File: config.mk
export PLATFORM = sky130hd
export DESIGN_NAME = trap_ctrl
export DESIGN_NICKNAME = d
export VERILOG_FILES = /design/src/rtl/trap_ctrl.sv
export SDC_FILE = /design/constraint.sdc
export NUM_CORES = 1
export LEC_CHECK = 0
export CORE_MARGIN = 1
export CORE_UTILIZATION = 35
export CTS_BUF_LIST = sky130_fd_sc_hd__clkbuf_16
export DETAILED_ROUTE_END_ITERATION = 8
export PLACE_DENSITY = 0.57
export SYNTH_ARGS = -nofsm -noshare
export SYNTH_HDL_FRONTEND = slang
export SYNTH_SLANG_ARGS = --single-unit
File: constraint.sdc
create_clock -name clk -period 2.35 [get_ports clk]
set_input_delay 0.3525 -clock clk [delete_from_list [all_inputs] [get_ports clk]]
set_output_delay 0.3525 -clock clk [all_outputs]
set_load 0.02 [all_outputs]
File: src/rtl/trap_ctrl.sv
// Trap controller: edge-latched interrupt sources, mask, fixed priority and a periodic timer,
// presenting one trap at a time to the core. Define TRAP_CTRL_OVERRUN_EN to build the lost-interrupt counter.
module trap_ctrl #(
  parameter int unsigned        TIMER_W     = 16,
  parameter logic [TIMER_W-1:0] TIMER_RESET = '0,
  parameter logic [3:0]         MASK_RESET  = 4'b1111
) (
  input  logic               clk,
  input  logic               reset,
  input  logic               uart_irq,
  input  logic [1:0]         ext_irq,
  input  logic               page_fault,
  input  logic               deassert,
  input  logic               mask_wr,
  input  logic [3:0]         mask_in,
  input  logic               timer_wr,
  input  logic [TIMER_W-1:0] timer_in,
  output logic               irq,
  output logic               fault,
  output logic [3:0]         trapnr,
  output logic [3:0]         pending,
  output logic [7:0]         overrun
);

  typedef enum logic [1:0] {IDLE, PRESENT, FAULT, DRAIN} state_t;

  state_t             state;
  logic [3:0]         mask;
  logic [TIMER_W-1:0] reload;
  logic [TIMER_W-1:0] counter;
  logic               tick;
  logic               uart_q;
  logic [1:0]         ext_q;

  logic [3:0]         set_vec;
  logic [3:0]         clr_vec;
  logic [3:0]         eff;
  logic [3:0]         win_nr;
  logic               clear_en;

  // Pending bits are {ext1, ext0, timer, uart}; a set in the same cycle as a clear wins.
  always_comb begin
    set_vec  = {ext_irq[1] & ~ext_q[1], ext_irq[0] & ~ext_q[0], tick, uart_irq & ~uart_q};
    clear_en = (state == PRESENT) && deassert && !page_fault;
    clr_vec  = 4'b0000;
    if (clear_en) begin
      case (trapnr)
        4'd2:    clr_vec = 4'b0001;
        4'd3:    clr_vec = 4'b0010;
        4'd4:    clr_vec = 4'b0100;
        4'd5:    clr_vec = 4'b1000;
        default: clr_vec = 4'b0000;
      endcase
    end
    eff = pending & mask;
    if (eff[3])      win_nr = 4'd5;
    else if (eff[2]) win_nr = 4'd4;
    else if (eff[1]) win_nr = 4'd3;
    else if (eff[0]) win_nr = 4'd2;
    else             win_nr = 4'd0;
  end

  always_ff @(posedge clk) begin
    if (reset) begin
      state   <= IDLE;
      irq     <= 1'b0;
      fault   <= 1'b0;
      trapnr  <= 4'd0;
      pending <= 4'b0000;
      mask    <= MASK_RESET;
      reload  <= TIMER_RESET;
      counter <= TIMER_RESET;
      tick    <= 1'b0;
      uart_q  <= 1'b0;
      ext_q   <= 2'b00;
    end else begin
      uart_q  <= uart_irq;
      ext_q   <= ext_irq;
      pending <= (pending & ~clr_vec) | set_vec;
      if (mask_wr)
        mask <= mask_in;

      // The tick is registered, so the timer pending bit lands one cycle after the reload.
      if (timer_wr) begin
        reload  <= timer_in;
        counter <= timer_in;
        tick    <= 1'b0;
      end else if (reload != '0) begin
        if (counter <= TIMER_W'(1)) begin
          counter <= reload;
          tick    <= 1'b1;
        end else begin
          counter <= counter - TIMER_W'(1);
          tick    <= 1'b0;
        end
      end else begin
        tick <= 1'b0;
      end

      case (state)
        IDLE: begin
          if (page_fault) begin
            fault  <= 1'b1;
            trapnr <= 4'd1;
            state  <= FAULT;
          end else if (|eff) begin
            irq    <= 1'b1;
            trapnr <= win_nr;
            state  <= PRESENT;
          end
        end
        PRESENT: begin
          if (page_fault) begin
            irq    <= 1'b0;
            fault  <= 1'b1;
            trapnr <= 4'd1;
            state  <= FAULT;
          end else if (deassert) begin
            irq    <= 1'b0;
            trapnr <= 4'd0;
            state  <= DRAIN;
          end
        end
        FAULT: begin
          if (deassert) begin
            fault  <= 1'b0;
            trapnr <= 4'd0;
            state  <= DRAIN;
          end
        end
        DRAIN: begin
          if (!deassert)
            state <= IDLE;
        end
        default: state <= IDLE;
      endcase
    end
  end

`ifdef TRAP_CTRL_OVERRUN_EN
  logic [3:0] ovr_hits;
  logic [2:0] ovr_cnt;
  logic [8:0] ovr_sum;

  // Each source that re-fires while still pending counts as one lost interrupt.
  always_comb begin
    ovr_hits = set_vec & pending & ~clr_vec;
    ovr_cnt  = 3'(ovr_hits[0]) + 3'(ovr_hits[1]) + 3'(ovr_hits[2]) + 3'(ovr_hits[3]);
    ovr_sum  = {1'b0, overrun} + 9'(ovr_cnt);
  end

  always_ff @(posedge clk) begin
    if (reset)
      overrun <= 8'd0;
    else
      overrun <= ovr_sum[8] ? 8'hFF : ovr_sum[7:0];
  end
`else
  assign overrun = 8'd0;
`endif

endmodule
==> impl_metrics.tcl, run 1 <==
set metrics [dict create \
    vias 2490 \
    yosys.area.top_type "dfxtp_1" \
    fmax_ghz 0.471 \
    drc 0 \
    tns_ns 0 \
    power.density_mw_per_mm2 773 \
    max_stage_delay_ns 0.51 \
    drt_first_pass_iters 4 \
    place.gp.congestion 0.830 \
    yosysWarningCount 0 \
    slew_violations 0 \
    initial_utilization 0.359 \
    worstMarginPinSlew_ns 0.613 \
    drive_gt1_frac 0.0997 \
    nets 406 \
    grtUsageTotal 0.161 \
    setup_slack_ns 0.228 \
    viasPerCell 5.26 \
    p_leak_nw 1.32 \
    cp.arrival_ns 2.34 \
    cp_common_cell "or3_1" \
    synth-main-ff-cell "dfxtp_1" \
    critPathMaxFanout 9 \
    io-pin-count 47 \
    portBuffers 38 \
    worst_setup_path_start_kind "flop" \
    synth_top_area_frac 0.377 \
    yosys_register_bits 52 \
    cp_slowest_cell "or3_1" \
    antenna_cells 0 \
    cts_resized 0 \
    cpLargestDelayFamily "simple AND/OR/NAND/NOR gates" \
    synth.most_common_cell "dfxtp_1" \
    setup_viol 0 \
    synth_edf_count 0 \
    area_growth_pct 20.9 \
    async_flop_share 0 \
    pre_cts_ws_ns 0.232 \
    maxCapViolCount 0 \
    postRouteAntennaNets 0 \
    clock_skew_ns 0.00600 \
    row_count 32 \
    fillerInstances 781 \
    drt_iter0_markers 116 \
    die_y_microns 90.8 \
    route.detailed.wl_per_inst_microns 13.8 \
    rsz0062_at_grt "no" \
    clockBufferDepth 2 \
    cts_tree "done" \
    core_area_sq_mm 0.00769 \
    ir_drop_v 0.000324 \
    ctsHtreeMaxLevel 2 \
    clkTransAtPathRegs_ns 0.07 \
    max-slew-margin-rel 0.591 \
    syn_area_sq_mm 0.00276 \
    cp.buffers_inverters 1 \
    ys_seq_area_frac 0.377 \
    grt_pass1_wl_mm 10.9 \
    status "completed" \
    dp_hpwl_mm 4.64 \
    die_w_microns 90.8 \
    syn_inst 334 \
    timing.final.crit_share 0.903 \
    grt_pass1_vias 2393 \
    min_path_type "flop to flop" \
    clkLatencyLatePin_ns 0.29 \
    die_area_sq_mm 0.00824 \
    min_period_ns 2.12 \
    cp_cell_sequence "or3_1 > nor3_4 > and3b_1 > buf_4 > o31ai_1 > or3_1 > a21oi_1" \
    postCtsSetupBuffers 0 \
    clkSinkCount 52 \
    gr-total-overflow 0 \
    synth_area_leaders "dfxtp_1 38%, a21oi_1 5.8%, nand2_1 5.3%, ha_1 3.2%, nor2_1 3.0%" \
    grt_max_degree 35 \
    cts_hold_buf 0 \
    hold_viol 0 \
    end_kind "flop" \
    required_ns 2.57 \
    routed_wl_mm 6.51 \
    crit_type "flop to flop" \
    fin_area_sq_mm 0.00333 \
    place_area_sq_mm 0.00319 \
    root_buffer "clkbuf_16" \
    synth.top_cells.by_count "52 x dfxtp_1, 39 x nand2_1, 32 x a21oi_1" \
    antenna_found_initial 0 \
    numCtsBuffers 5 \
    synth_cell_types 51 \
    syn_area_per_cell_sq_um 8.26 \
]
==> area by class of cell <==
cell class,count,area [sq um],area share
inverters,12,45.0,0.0135
flip-flops and latches,52,1040,0.312
clock buffers,5,125,0.0375
multi-input cells,248,1500,0.450
repair buffers,51,473,0.142
well taps,102,128,0.0383
clock inverters,3,22.5,0.00675
==> power by group <==
group	leakage [nW]	switching, W	internal (W)	total [W]
clock network	0.0742	0.000347	0.000400	0.000747
logic	0.815	0.000418	0.000353	0.000771
registers	0.430	0.0000888	0.000972	0.00106
==> worst reg2reg max path: stages (launching register included) <==
cell     delay [ns]
dfxtp_1        0.35
or3_1          0.51
nor3_4         0.23
and3b_1        0.21
buf_4          0.17
o31ai_1        0.08
or3_1          0.37
a21oi_1        0.13
==> layout by cell type, fill, tap and decap left out, types with 6 or more instances in the layout <==
master | synthesis | layout
nor2b_1 | 9 | 9
dfxtp_1 | 52 | 52
ha_1 | 7 | 7
o31ai_1 | 6 | 6
nor2_1 | 22 | 22
a21oi_1 | 32 | 32
o22ai_1 | 6 | 6
nor3_1 | 16 | 16
o21ai_0 | 16 | 16
or3_1 | 9 | 9
nor4_1 | 8 | 8
clkdlybuf4s50_1 | 0 | 37
nand2_1 | 39 | 39
conb_1 | 1 | 8
a221oi_1 | 7 | 7
a22oi_1 | 8 | 8
inv_1 | 12 | 12
buf_4 | 8 | 13
==> through the flow <==
step                total power [W]  utilization  cells  hold WS [ns]
detailed placement          0.00185        0.415    465         0.450
CTS                         0.00260        0.434    473         0.481
finish                      0.00258        0.434    473         0.478
global route                0.00274        0.434    473         0.490
global placement            0.00185        0.415    465         0.444
floorplan                   0.00163            -    341         0.413
==> final timing paths <==
path         depth (start not counted)                     from                        to  slack (ns)
min reg2reg                          2       fault$_SDFFE_PP0P_        fault$_SDFFE_PP0P_        0.48
max                                  7  counter[5]$_SDFFE_PP0P_  counter[11]$_SDFFE_PP0P_        0.23
min                                  2       fault$_SDFFE_PP0P_        fault$_SDFFE_PP0P_        0.48
max reg2reg                          7  counter[5]$_SDFFE_PP0P_  counter[11]$_SDFFE_PP0P_        0.23
==> cells by family after synthesis <==
group | share of synthesized area
simple gates | 0.251
flops | 0.377
compound gates | 0.210
buf+inv | 0.0884
fa+ha+maj | 0.0317
mux | 0.0313
xor+xnor | 0.00953
other cells | 0.00136
==> sequential cells by signal (all words and copies together), names as in the netlist <==
register and count:
counter 16, ext_q 2, trapnr 4, fault 1, mask 4, reload 16
pending 4, state 2, irq 1, uart_q 1, tick 1
==> metal layers <==
layer  wire length [microns]  global-route usage  part of all wire  vias up
li1                        -                   -                 -     1264
met1                    3080               0.207              0.47     1174
met2                    3120               0.275              0.48       50
met3                     286              0.0337             0.044        2
met4                      18              0.0384            0.0028        0
met5                       0                   0                 0        -
No activity file was read; power rests on OpenSTA's default activity.
==> inputs of run 2 (changes only) <==
--- a/config.mk
+++ b/config.mk
@@ -10,6 +10,7 @@
 export CTS_BUF_LIST = sky130_fd_sc_hd__clkbuf_16
 export DETAILED_ROUTE_END_ITERATION = 8
 export PLACE_DENSITY = 0.57
+export RECOVER_POWER = 50
 export SYNTH_ARGS = -nofsm -noshare
 export SYNTH_HDL_FRONTEND = slang
 export SYNTH_SLANG_ARGS = --single-unit
==> run 2 against run 1 <==
Compared with the run above:
- utilization is 0.13 points lower
- count of clock-buffer cells in the layout stayed put
- hold slack worse by 0.0035 ns
- die area stayed put
- clock power hardly changed
- register-to-register slack worse by 0.02 ns
- first-iteration DRC count is 24% lower
- clock skew is 0.00083 ns lower
- final cell count stayed put
- critical endpoint unchanged
- highest routed layer unchanged
==> impl_metrics.tcl, run 2 (same netlist as run 1, synthesis figures left out) <==
set metrics [dict create \
    drc 0 \
    final_cell_mix "52 x dfxtp_1, 39 x nand2_1, 32 x a21oi_1, 32 x clkdlybuf4s50_1, 22 x nor2_1" \
    final_common_cell "dfxtp_1" \
    dp_hpwl_mm 4.64 \
    nets 406 \
    clkSinkCount 52 \
    tns_ns 0 \
    routed.top_layer "met4" \
    numCtsBuffers 5 \
    biggestRegsByFlops "counter x16, reload x16" \
    grt_max_degree 35 \
    worst_setup_path_start_kind "flop" \
    max_stage_delay_ns 0.55 \
    clkTransAtPathRegs_ns 0.07 \
    setup_viol 0 \
    io-pin-count 47 \
    drt_first_pass_iters 4 \
    min_from "fault$_SDFFE_PP0P_" \
    cts_hold_buf 0 \
    grtUsageTotal 0.161 \
    cts_tree "done" \
    die_y_microns 90.8 \
    clockBufferDepth 2 \
    ctsHtreeMaxLevel 2 \
    antenna_found_initial 0 \
    worstMarginPinSlew_ns 1.47 \
    pre_cts_ws_ns 0.232 \
    maxCapViolCount 0 \
    route.detailed.wl_per_inst_microns 13.8 \
    area_growth_pct 20.5 \
    cp-startpoint "counter[10]$_SDFFE_PP0P_" \
    cpLargestDelayFamily "simple AND/OR/NAND/NOR gates" \
    reg2reg_from "counter[10]$_SDFFE_PP0P_" \
    viasPerCell 5.25 \
    end_kind "flop" \
    gr-total-overflow 0 \
    hold_viol 0 \
    clkLatencyLatePin_ns 0.29 \
    wl_met2_mm 3.12 \
    place_area_sq_mm 0.00319 \
    min_period_ns 2.14 \
    postCtsSetupBuffers 0 \
    status "completed" \
    root_buffer "clkbuf_16" \
    p_total_w 0.00257 \
    drive_gt1_frac 0.0943 \
    postRouteAntennaNets 0 \
    routed_wl_mm 6.52 \
    cp_cell_sequence "or4_4 > nor3_4 > and3b_1 > buf_4 > o31ai_1 > or3_1 > a21oi_1" \
    timing.final.crit_share 0.910 \
    rsz0062_at_grt "no" \
    vias 2484 \
    initial_utilization 0.359 \
    cts_resized 0 \
    fin_area_sq_mm 0.00332 \
    antenna_cells 0 \
    grt_pass1_vias 2393 \
    die_w_microns 90.8 \
    power.density_mw_per_mm2 774 \
    crit_type "flop to flop" \
    row_count 32 \
    max-slew-margin-rel 0.0183 \
    slew_violations 0 \
    core_area_sq_mm 0.00769 \
    routed-wl-met3_microns 235 \
    place.gp.congestion 0.830 \
    setup_slack_ns 0.211 \
    die_area_sq_mm 0.00824 \
    p_leak_nw 1.32 \
    drt_iter0_markers 88 \
    cp.buffers_inverters 1 \
    critPathMaxFanout 9 \
    min_path_type "flop to flop" \
    required_ns 2.56 \
    portBuffers 38 \
    cp.arrival_ns 2.34 \
    fmax_ghz 0.468 \
    clock_skew_ns 0.00517 \
    ir_drop_v 0.000323 \
    grt_pass1_wl_mm 10.9 \
    cp_slowest_cell "or4_4" \
    wl_met1_mm 3.13 \
]
-- run 2: cell types whose count changed in the layout (fill, tap and decap cells not counted), sizes merged --
cell	before	now
buf	14	10
clkbuf	5	9
dlygate4sd3	0	5
clkdlybuf4s50	37	32
-- run 2: worst min-delay path: cells and delay by family, from the launching register on --
| kind | cells | cell delay, ns |
|---|---|---|
| flip-flops | 1 | 0.32 |
| AO/OA/AOI/OAI | 2 | 0.12 |
-- run 2: final timing paths --
kind / endpoint / slack [ns] / cells after the start
setup / recovery: counter[11]$_SDFFE_PP0P_ / 0.21 / 7
hold reg to reg: fault$_SDFFE_PP0P_ / 0.47 / 2
hold / removal: fault$_SDFFE_PP0P_ / 0.47 / 2
setup reg to reg: counter[11]$_SDFFE_PP0P_ / 0.21 / 7
-- run 2: routing by layer --
layer	GRT usage	up-vias
met2	0.275	41
met1	0.207	1177
met3	0.0337	3
met4	0.0384	0
li1	-	1263
met5	0	-
-- run 2: power by group --
group          total, W  internal, W  switching, W  leakage (nW)
logic          0.000766     0.000347      0.000419         0.817
registers       0.00106     0.000972     0.0000886         0.430
clock network  0.000748     0.000400      0.000348        0.0742
-- run 2: per-stage QoR --
stage          cells  hold WS (ns)  utilization
2_1_floorplan    341         0.413            -
3_3_place_gp     465         0.444        0.415
3_5_place_dp     465         0.450        0.415
4_1_cts          473         0.481        0.434
5_1_grt          473         0.490        0.432
6_report         473         0.474        0.432
-- run 2: cell type report --
cell class	count	area, sq um
clock buffer	5	125
clock inverter	3	22.5
fill	784	4360
inverter	12	45.0
multi-input combinational	248	1500
sequential	52	1040
tap	102	128
timing repair buffer	51	463
